--- config.mk ---
export PLATFORM = sky130hd
export DESIGN_NAME = absorb_mem_ctrl
export DESIGN_NICKNAME = d
export VERILOG_FILES = /design/src/rtl/absorb_mem_pkg.sv /design/src/rtl/absorb_addr_seq.sv /design/src/rtl/absorb_mem_ctrl.sv
export SDC_FILE = /design/constraint.sdc
export NUM_CORES = 1
export LEC_CHECK = 0
export ABC_CLOCK_PERIOD_IN_PS = 1710
export CORE_AREA = 2 2 161 163
export DETAILED_ROUTE_END_ITERATION = 10
export DIE_AREA = 0 0 163 165
export GPL_TIMING_DRIVEN = 0
export PLACE_DENSITY = 0.68
export SLEW_MARGIN = 20
export SYNTH_ARGS = -nofsm -noshare
export SYNTH_HDL_FRONTEND = slang
export SYNTH_SLANG_ARGS = --single-unit
--- constraint.sdc ---
create_clock -name clock -period 1.71 [get_ports clock]
set_input_delay 0.342 -clock clock [delete_from_list [all_inputs] [get_ports clock]]
set_output_delay 0.342 -clock clock [all_outputs]
set_load 0.005 [all_outputs]
--- src/rtl/absorb_mem_pkg.sv ---
//------------------------------------------------------------------------------
// absorb_mem_pkg
//   Shared types and default sizing for the absorption memory controller.
//   Revision: 1.0
//------------------------------------------------------------------------------
`default_nettype none

package absorb_mem_pkg;

    localparam int DEF_ADDR_WIDTH = 16;
    localparam int DEF_WORD_WIDTH = 64;
    localparam int DEPTH          = 2 ** DEF_ADDR_WIDTH;
    localparam int LAST_ADDR      = DEPTH - 1;

    typedef enum logic [2:0] {
        ST_IDLE       = 3'd0,
        ST_CLEAR      = 3'd1,
        ST_RUN        = 3'd2,
        ST_DRAIN      = 3'd3,
        ST_RD_REQ     = 3'd4,
        ST_RD_WAIT    = 3'd5,
        ST_RD_PRESENT = 3'd6
    } state_t;

endpackage

`default_nettype wire

--- src/rtl/absorb_addr_seq.sv ---
//------------------------------------------------------------------------------
// absorb_addr_seq
//   Address walker shared by CLEAR and READOUT; saturates at the last word.
//   Revision: 1.0
//------------------------------------------------------------------------------
`default_nettype none

module absorb_addr_seq #(
    parameter int ADDR_WIDTH = 16
) (
    input  logic                  clock,
    input  logic                  reset,
    input  logic                  clr,
    input  logic                  inc,
    output logic [ADDR_WIDTH-1:0] addr,
    output logic                  last
);

    logic [ADDR_WIDTH-1:0] r_addr;

    always_ff @(posedge clock) begin
        if (reset || clr) begin
            r_addr <= '0;
        end else if (inc && !last) begin
            r_addr <= r_addr + 1'b1;
        end
    end

    assign addr = r_addr;
    assign last = &r_addr;

endmodule

`default_nettype wire

--- src/rtl/absorb_mem_ctrl.sv ---
//------------------------------------------------------------------------------
// absorb_mem_ctrl
//   Run-phase sequencer and port mux for the Absorber's dual-port RAM.
//   Revision: 1.0
//------------------------------------------------------------------------------
`default_nettype none

module absorb_mem_ctrl
    import absorb_mem_pkg::*;
#(
    parameter int ADDR_WIDTH    = DEF_ADDR_WIDTH,
    parameter int WORD_WIDTH    = DEF_WORD_WIDTH,
    parameter int READ_LAT      = 2,
    parameter int DRAIN_CYCLES  = 40,
    parameter int CLEAR_ON_READ = 1
) (
    input  logic                  clock,
    input  logic                  reset,
    input  logic                  cmd_clear,
    input  logic                  cmd_run,
    input  logic                  cmd_stop,
    input  logic                  cmd_readout,
    output logic                  busy,
    output logic                  done,
    output logic                  cmd_err,
    output logic                  inject_en,
    output logic                  pipe_enable,
    input  logic [WORD_WIDTH-1:0] abs_data,
    input  logic [ADDR_WIDTH-1:0] abs_rdaddress,
    input  logic [ADDR_WIDTH-1:0] abs_wraddress,
    input  logic                  abs_wren,
    output logic [WORD_WIDTH-1:0] abs_q,
    output logic [WORD_WIDTH-1:0] mem_data,
    output logic [ADDR_WIDTH-1:0] mem_rdaddress,
    output logic [ADDR_WIDTH-1:0] mem_wraddress,
    output logic                  mem_wren,
    input  logic [WORD_WIDTH-1:0] mem_q,
    output logic [WORD_WIDTH-1:0] rd_data,
    output logic [ADDR_WIDTH-1:0] rd_addr,
    output logic                  rd_valid,
    input  logic                  rd_ready
);

    // One counter serves both the drain hold and the read-latency wait.
    localparam int c_CNT_MAX = (DRAIN_CYCLES > READ_LAT) ? DRAIN_CYCLES : READ_LAT;
    localparam int c_CNT_W   = $clog2(c_CNT_MAX + 1);
    localparam logic [c_CNT_W-1:0] c_DRAIN_END = c_CNT_W'(DRAIN_CYCLES - 1);
    localparam logic [c_CNT_W-1:0] c_LAT_END   = c_CNT_W'(READ_LAT - 1);

    state_t                r_state;
    logic [c_CNT_W-1:0]    r_cnt;
    logic                  r_busy, r_done, r_cmd_err, r_inject_en, r_pipe_enable, r_rd_valid;
    logic [WORD_WIDTH-1:0] r_rd_data;
    logic [ADDR_WIDTH-1:0] r_rd_addr;

    logic [ADDR_WIDTH-1:0] w_addr;
    logic                  w_last, w_addr_clr, w_addr_inc, w_hs, w_pass, w_any_start, w_cmd_drop;

    assign w_pass      = (r_state == ST_RUN) || (r_state == ST_DRAIN);
    assign w_hs        = (r_state == ST_RD_PRESENT) && r_rd_valid && rd_ready;
    assign w_any_start = cmd_clear | cmd_run | cmd_readout;
    assign w_cmd_drop  = (r_state == ST_IDLE) ? cmd_stop :
                         (r_state == ST_RUN)  ? w_any_start : (w_any_start | cmd_stop);
    assign w_addr_clr  = (r_state == ST_IDLE) && (cmd_clear || cmd_readout);
    assign w_addr_inc  = (r_state == ST_CLEAR) || w_hs;

    absorb_addr_seq #(
        .ADDR_WIDTH (ADDR_WIDTH)
    ) u_addr_seq (
        .clock (clock),
        .reset (reset),
        .clr   (w_addr_clr),
        .inc   (w_addr_inc),
        .addr  (w_addr),
        .last  (w_last)
    );

    always_comb begin
        mem_data      = '0;
        mem_wraddress = w_addr;
        mem_rdaddress = w_addr;
        mem_wren      = 1'b0;
        if (w_pass) begin
            mem_data      = abs_data;
            mem_wraddress = abs_wraddress;
            mem_rdaddress = abs_rdaddress;
            mem_wren      = abs_wren;
        end else if (r_state == ST_CLEAR) begin
            mem_wren = 1'b1;
        end else if (w_hs) begin
            mem_wren = (CLEAR_ON_READ != 0);
        end
    end

    always_ff @(posedge clock) begin
        if (reset) begin
            r_state       <= ST_IDLE;
            r_cnt         <= '0;
            r_busy        <= 1'b0;
            r_done        <= 1'b0;
            r_cmd_err     <= 1'b0;
            r_inject_en   <= 1'b0;
            r_pipe_enable <= 1'b0;
            r_rd_valid    <= 1'b0;
            r_rd_data     <= '0;
            r_rd_addr     <= '0;
        end else begin
            r_done    <= 1'b0;
            r_cmd_err <= w_cmd_drop;
            case (r_state)
                ST_IDLE: begin
                    if (cmd_clear) begin
                        r_state <= ST_CLEAR;
                        r_busy  <= 1'b1;
                    end else if (cmd_readout) begin
                        r_state <= ST_RD_REQ;
                        r_busy  <= 1'b1;
                    end else if (cmd_run) begin
                        r_state       <= ST_RUN;
                        r_busy        <= 1'b1;
                        r_inject_en   <= 1'b1;
                        r_pipe_enable <= 1'b1;
                    end
                end
                ST_CLEAR: begin
                    if (w_last) begin
                        r_state <= ST_IDLE;
                        r_busy  <= 1'b0;
                        r_done  <= 1'b1;
                    end
                end
                ST_RUN: begin
                    if (cmd_stop) begin
                        r_state     <= ST_DRAIN;
                        r_inject_en <= 1'b0;
                        r_cnt       <= '0;
                    end
                end
                ST_DRAIN: begin
                    if (r_cnt == c_DRAIN_END) begin
                        r_state       <= ST_IDLE;
                        r_busy        <= 1'b0;
                        r_done        <= 1'b1;
                        r_pipe_enable <= 1'b0;
                    end else begin
                        r_cnt <= r_cnt + 1'b1;
                    end
                end
                ST_RD_REQ: begin
                    r_state <= ST_RD_WAIT;
                    r_cnt   <= '0;
                end
                ST_RD_WAIT: begin
                    if (r_cnt == c_LAT_END) begin
                        r_state    <= ST_RD_PRESENT;
                        r_rd_data  <= mem_q;
                        r_rd_addr  <= w_addr;
                        r_rd_valid <= 1'b1;
                    end else begin
                        r_cnt <= r_cnt + 1'b1;
                    end
                end
                ST_RD_PRESENT: begin
                    if (w_hs) begin
                        r_rd_valid <= 1'b0;
                        if (w_last) begin
                            r_state <= ST_IDLE;
                            r_busy  <= 1'b0;
                            r_done  <= 1'b1;
                        end else begin
                            r_state <= ST_RD_REQ;
                        end
                    end
                end
                default: begin
                    r_state       <= ST_IDLE;
                    r_busy        <= 1'b0;
                    r_inject_en   <= 1'b0;
                    r_pipe_enable <= 1'b0;
                    r_rd_valid    <= 1'b0;
                end
            endcase
        end
    end

    assign busy        = r_busy;
    assign done        = r_done;
    assign cmd_err     = r_cmd_err;
    assign inject_en   = r_inject_en;
    assign pipe_enable = r_pipe_enable;
    assign rd_valid    = r_rd_valid;
    assign rd_data     = r_rd_data;
    assign rd_addr     = r_rd_addr;
    assign abs_q       = mem_q;

endmodule

`default_nettype wire

==> impl_results.md, run 1 <==
- Status: finished, violations left
- Failing checks: setup timing
- Filler-free cell count of the finished design: 1,659
- Crit Path Max Fanout: 7
- Largest net degree at the start of global routing: 21
- DRC violations left: 0
- Die Span Y: 165 um
- Initial Util: 0.235
- Slew margin rel.: 0.605
- Mapped Cells: 805
- Grt total ovfl: 0
- Worst EP arrival: 1.65 ns
- Antenna violations before repair: 0
- Max VDD drop: 0.000602 V
- Fin area: 12,800 um2
- Hold-fix buffers at CTS: 0
- Critical Path RT: 1.37 ns
- I/O Buffers: 414
- GRT Util Overall: 0.186
- Post-layout minimum cycle time: 1.99 ns
- Max Clk Rate: 502 MHz
- Sequential element share of the synthesized area: 0.378
- Inst Count DP: 1,549
- Setup crit end kind: primary output
- CTS root buffer: clkbuf_16
- Synth Cell Area: 5870 um2
- DR pass1 iterations: 4
- Antenna diodes: 0
- Fin nets: 1,495
- Post-DP Area: 10,500 um2
- RSZ-0062 raised after global routing: yes
- Fin. max-slew vios: 0
- Number of flops mapped to enable cells by yosys: 0
- Most used DFF post-synth: dfxtp_1
- Placer congestion estimate: 0.791
- H-tree levels: 3
- First-pass GRT wire length: 39.2 mm
- Synth Area per Inst: 7.29 um2
- Clk buf depth: 2
- Max-cap violations: 0
- Core Util, Final: 0.509
- Vias in the first global route: 7,373
- Ys Warns: 0
- Hpwl dp: 19.4 mm
- Num Clock Sinks: 111
- Die Area: 26,900 um2
- Via density per instance: 4.53
- Pre-CTS setup slack: -1.09 ns
- # setup viols final: 118
- Initial DRC count: 338
- Hold Vio Cnt, Final: 0
- Syn nets: 976
- Pwr Density: 961 nW/um2
- Total wire length: 27.3 mm
- CTS tree: built
- Placeable Area: 25,000 um2
- Die X: 163 um
- Tightest Hold Check Type: input pin to register
- Post-synthesis register bit count: 111
- Worst Path Class, Setup: register to primary output
- DR vias: 7,508
- Tcrit/Tclk final: 1.17
- TritonCTS Buffers: 9
- Tightest Pin Transition: 0.593 ns
- Final WS setup: -0.282 ns
- Clk Latency, worst-skew pair: 0.36 ns
- Worst hold slack: 0.377 ns
- Synth unique cells: 59
- DRT antenna net count: 0
- Clock slew at reported path FFs: 0.08 ns
- Layout area overhead: 117%
- Top-Level Pins: 415
- FP Rows: 58
- Asr flop ratio synth: 0
- Leak: 5.39 nW
- Routed len/inst: 16.5 um
- Startpoint type of the worst setup path: register
- Worst Skew: 0.0130 ns
- Proportion of layout cells with a drive suffix above 1: 0.375
==> layout make-up <==
| class | instances | area (um2) |
|---|---|---|
| fill | 2346 | 12300 |
| timing repair buffer | 514 | 4990 |
| timing repair inverter | 1 | 7.51 |
| clock inverter | 7 | 92.6 |
| buffer | 116 | 1120 |
| sequential | 111 | 2260 |
| clock buffer | 9 | 225 |
| multi-input combinational | 561 | 3590 |
| inverter | 10 | 45.0 |
| tap | 330 | 413 |
==> worst paths after layout <==
path         startpoint                  end  slack [ns]  cells past startpoint
max          r_state[1]         mem_data[57]       -0.28                      6
min           mem_q[10]          rd_data[10]        0.38                      3
max reg2reg  r_state[2]  u_addr_seq.addr[11]       -0.22                      9
min reg2reg  rd_data[9]           rd_data[9]        0.46                      2
==> stage by stage <==
step                TNS, ns  total power [W]
global placement    -124.30          0.00705
detailed placement  -126.59          0.00710
finish               -20.92           0.0123
floorplan           -0.0535          0.00482
CTS                  -28.84           0.0112
global route         -28.50           0.0129
==> flip-flops by register name, summed over array words and instances (netlist names), 3 cells and up <==
name and flops:
rd_data 64, rd_addr 16, u_addr_seq.addr 16, r_cnt 6, r_state 3
==> kinds of logic (layout without fill, tap and decap cells) <==
kind of cell	after synthesis	after routing	synth area share
flip-flops	111	111	0.378
multiplexers	2	2	0.00426
adder cells (fa/ha/maj)	3	3	0.00639
XOR/XNOR	13	13	0.0194
buffers and inverters	134	657	0.138
AO/OA/AOI/OAI	124	124	0.122
AND/OR/NAND/NOR	418	419	0.331
==> layout by cell type, fill, tap and decap left out, types with 17 or more instances in the layout <==
| master | count |
|---|---|
| and3_4 | 51 |
| clkdlybuf4s50_1 | 251 |
| nor2_1 | 24 |
| nand2_1 | 213 |
| clkbuf_2 | 17 |
| and3_1 | 19 |
| buf_6 | 101 |
| clkbuf_16 | 19 |
| buf_4 | 109 |
| dfxtp_1 | 91 |
| nand2_2 | 32 |
| a21oi_1 | 82 |
| buf_8 | 26 |
| buf_2 | 34 |
| dlygate4sd2_1 | 64 |
==> synthesized netlist by cell type (4+ instances only) <==
cell / count / area share
a21oi_1: 90 / 0.077
and3_1: 70 / 0.075
buf_4: 67 / 0.086
clkbuf_1: 48 / 0.031
dfxtp_1: 111 / 0.38
inv_1: 10 / 0.0064
nand2_1: 255 / 0.16
nand3_1: 7 / 0.0060
nand4_1: 16 / 0.017
nor2_1: 29 / 0.019
nor2b_1: 4 / 0.0043
nor3_1: 7 / 0.0060
o211ai_1: 4 / 0.0051
o21ai_0: 5 / 0.0043
or4_1: 4 / 0.0051
xnor2_1: 4 / 0.0060
xor2_1: 9 / 0.013
==> report_power, final <==
part / switching, W / total, W / internal [W]
sequential: 0.000105 / 0.00283 / 0.00272
combinational: 0.00296 / 0.00720 / 0.00424
clock: 0.00106 / 0.00223 / 0.00117
total: 0.00412 / 0.0123 / 0.00814
==> worst max-delay path, cell delays in order, from the launching register on <==
cell and delay (ns):
dfxtp_4 0.37, buf_6 0.11, buf_8 0.13, clkbuf_16 0.15, buf_8 0.10, and3_4 0.21
clkdlybuf4s15_1 0.21
==> per-layer routing <==
layer / track usage / wire (um)
met1: 0.211 / 10500
met4: 0.0527 / 597
met2: 0.345 / 14400
met3: 0.0450 / 1830
met5: 0 / 0
==> what timing repair did <==
item,CTS,global route
resized for setup,643,272
gates cloned,13,7
hold endpoints to repair,0,0
pin swaps,60,41
setup endpoints to repair,266,203
buffers inserted,55,37
No activity file was read; power rests on OpenSTA's default activity.
==> run 2, diff against run 1 <==
--- a/config.mk
+++ b/config.mk
@@ -7,6 +7,7 @@
 export LEC_CHECK = 0
 export ABC_CLOCK_PERIOD_IN_PS = 1710
 export CORE_AREA = 2 2 161 163
+export CTS_CLUSTER_SIZE = 10
 export DETAILED_ROUTE_END_ITERATION = 10
 export DIE_AREA = 0 0 163 165
 export GPL_TIMING_DRIVEN = 0
==> results of run 2 <==
The final DEF is identical to that of run 1; final timing and power are the same.
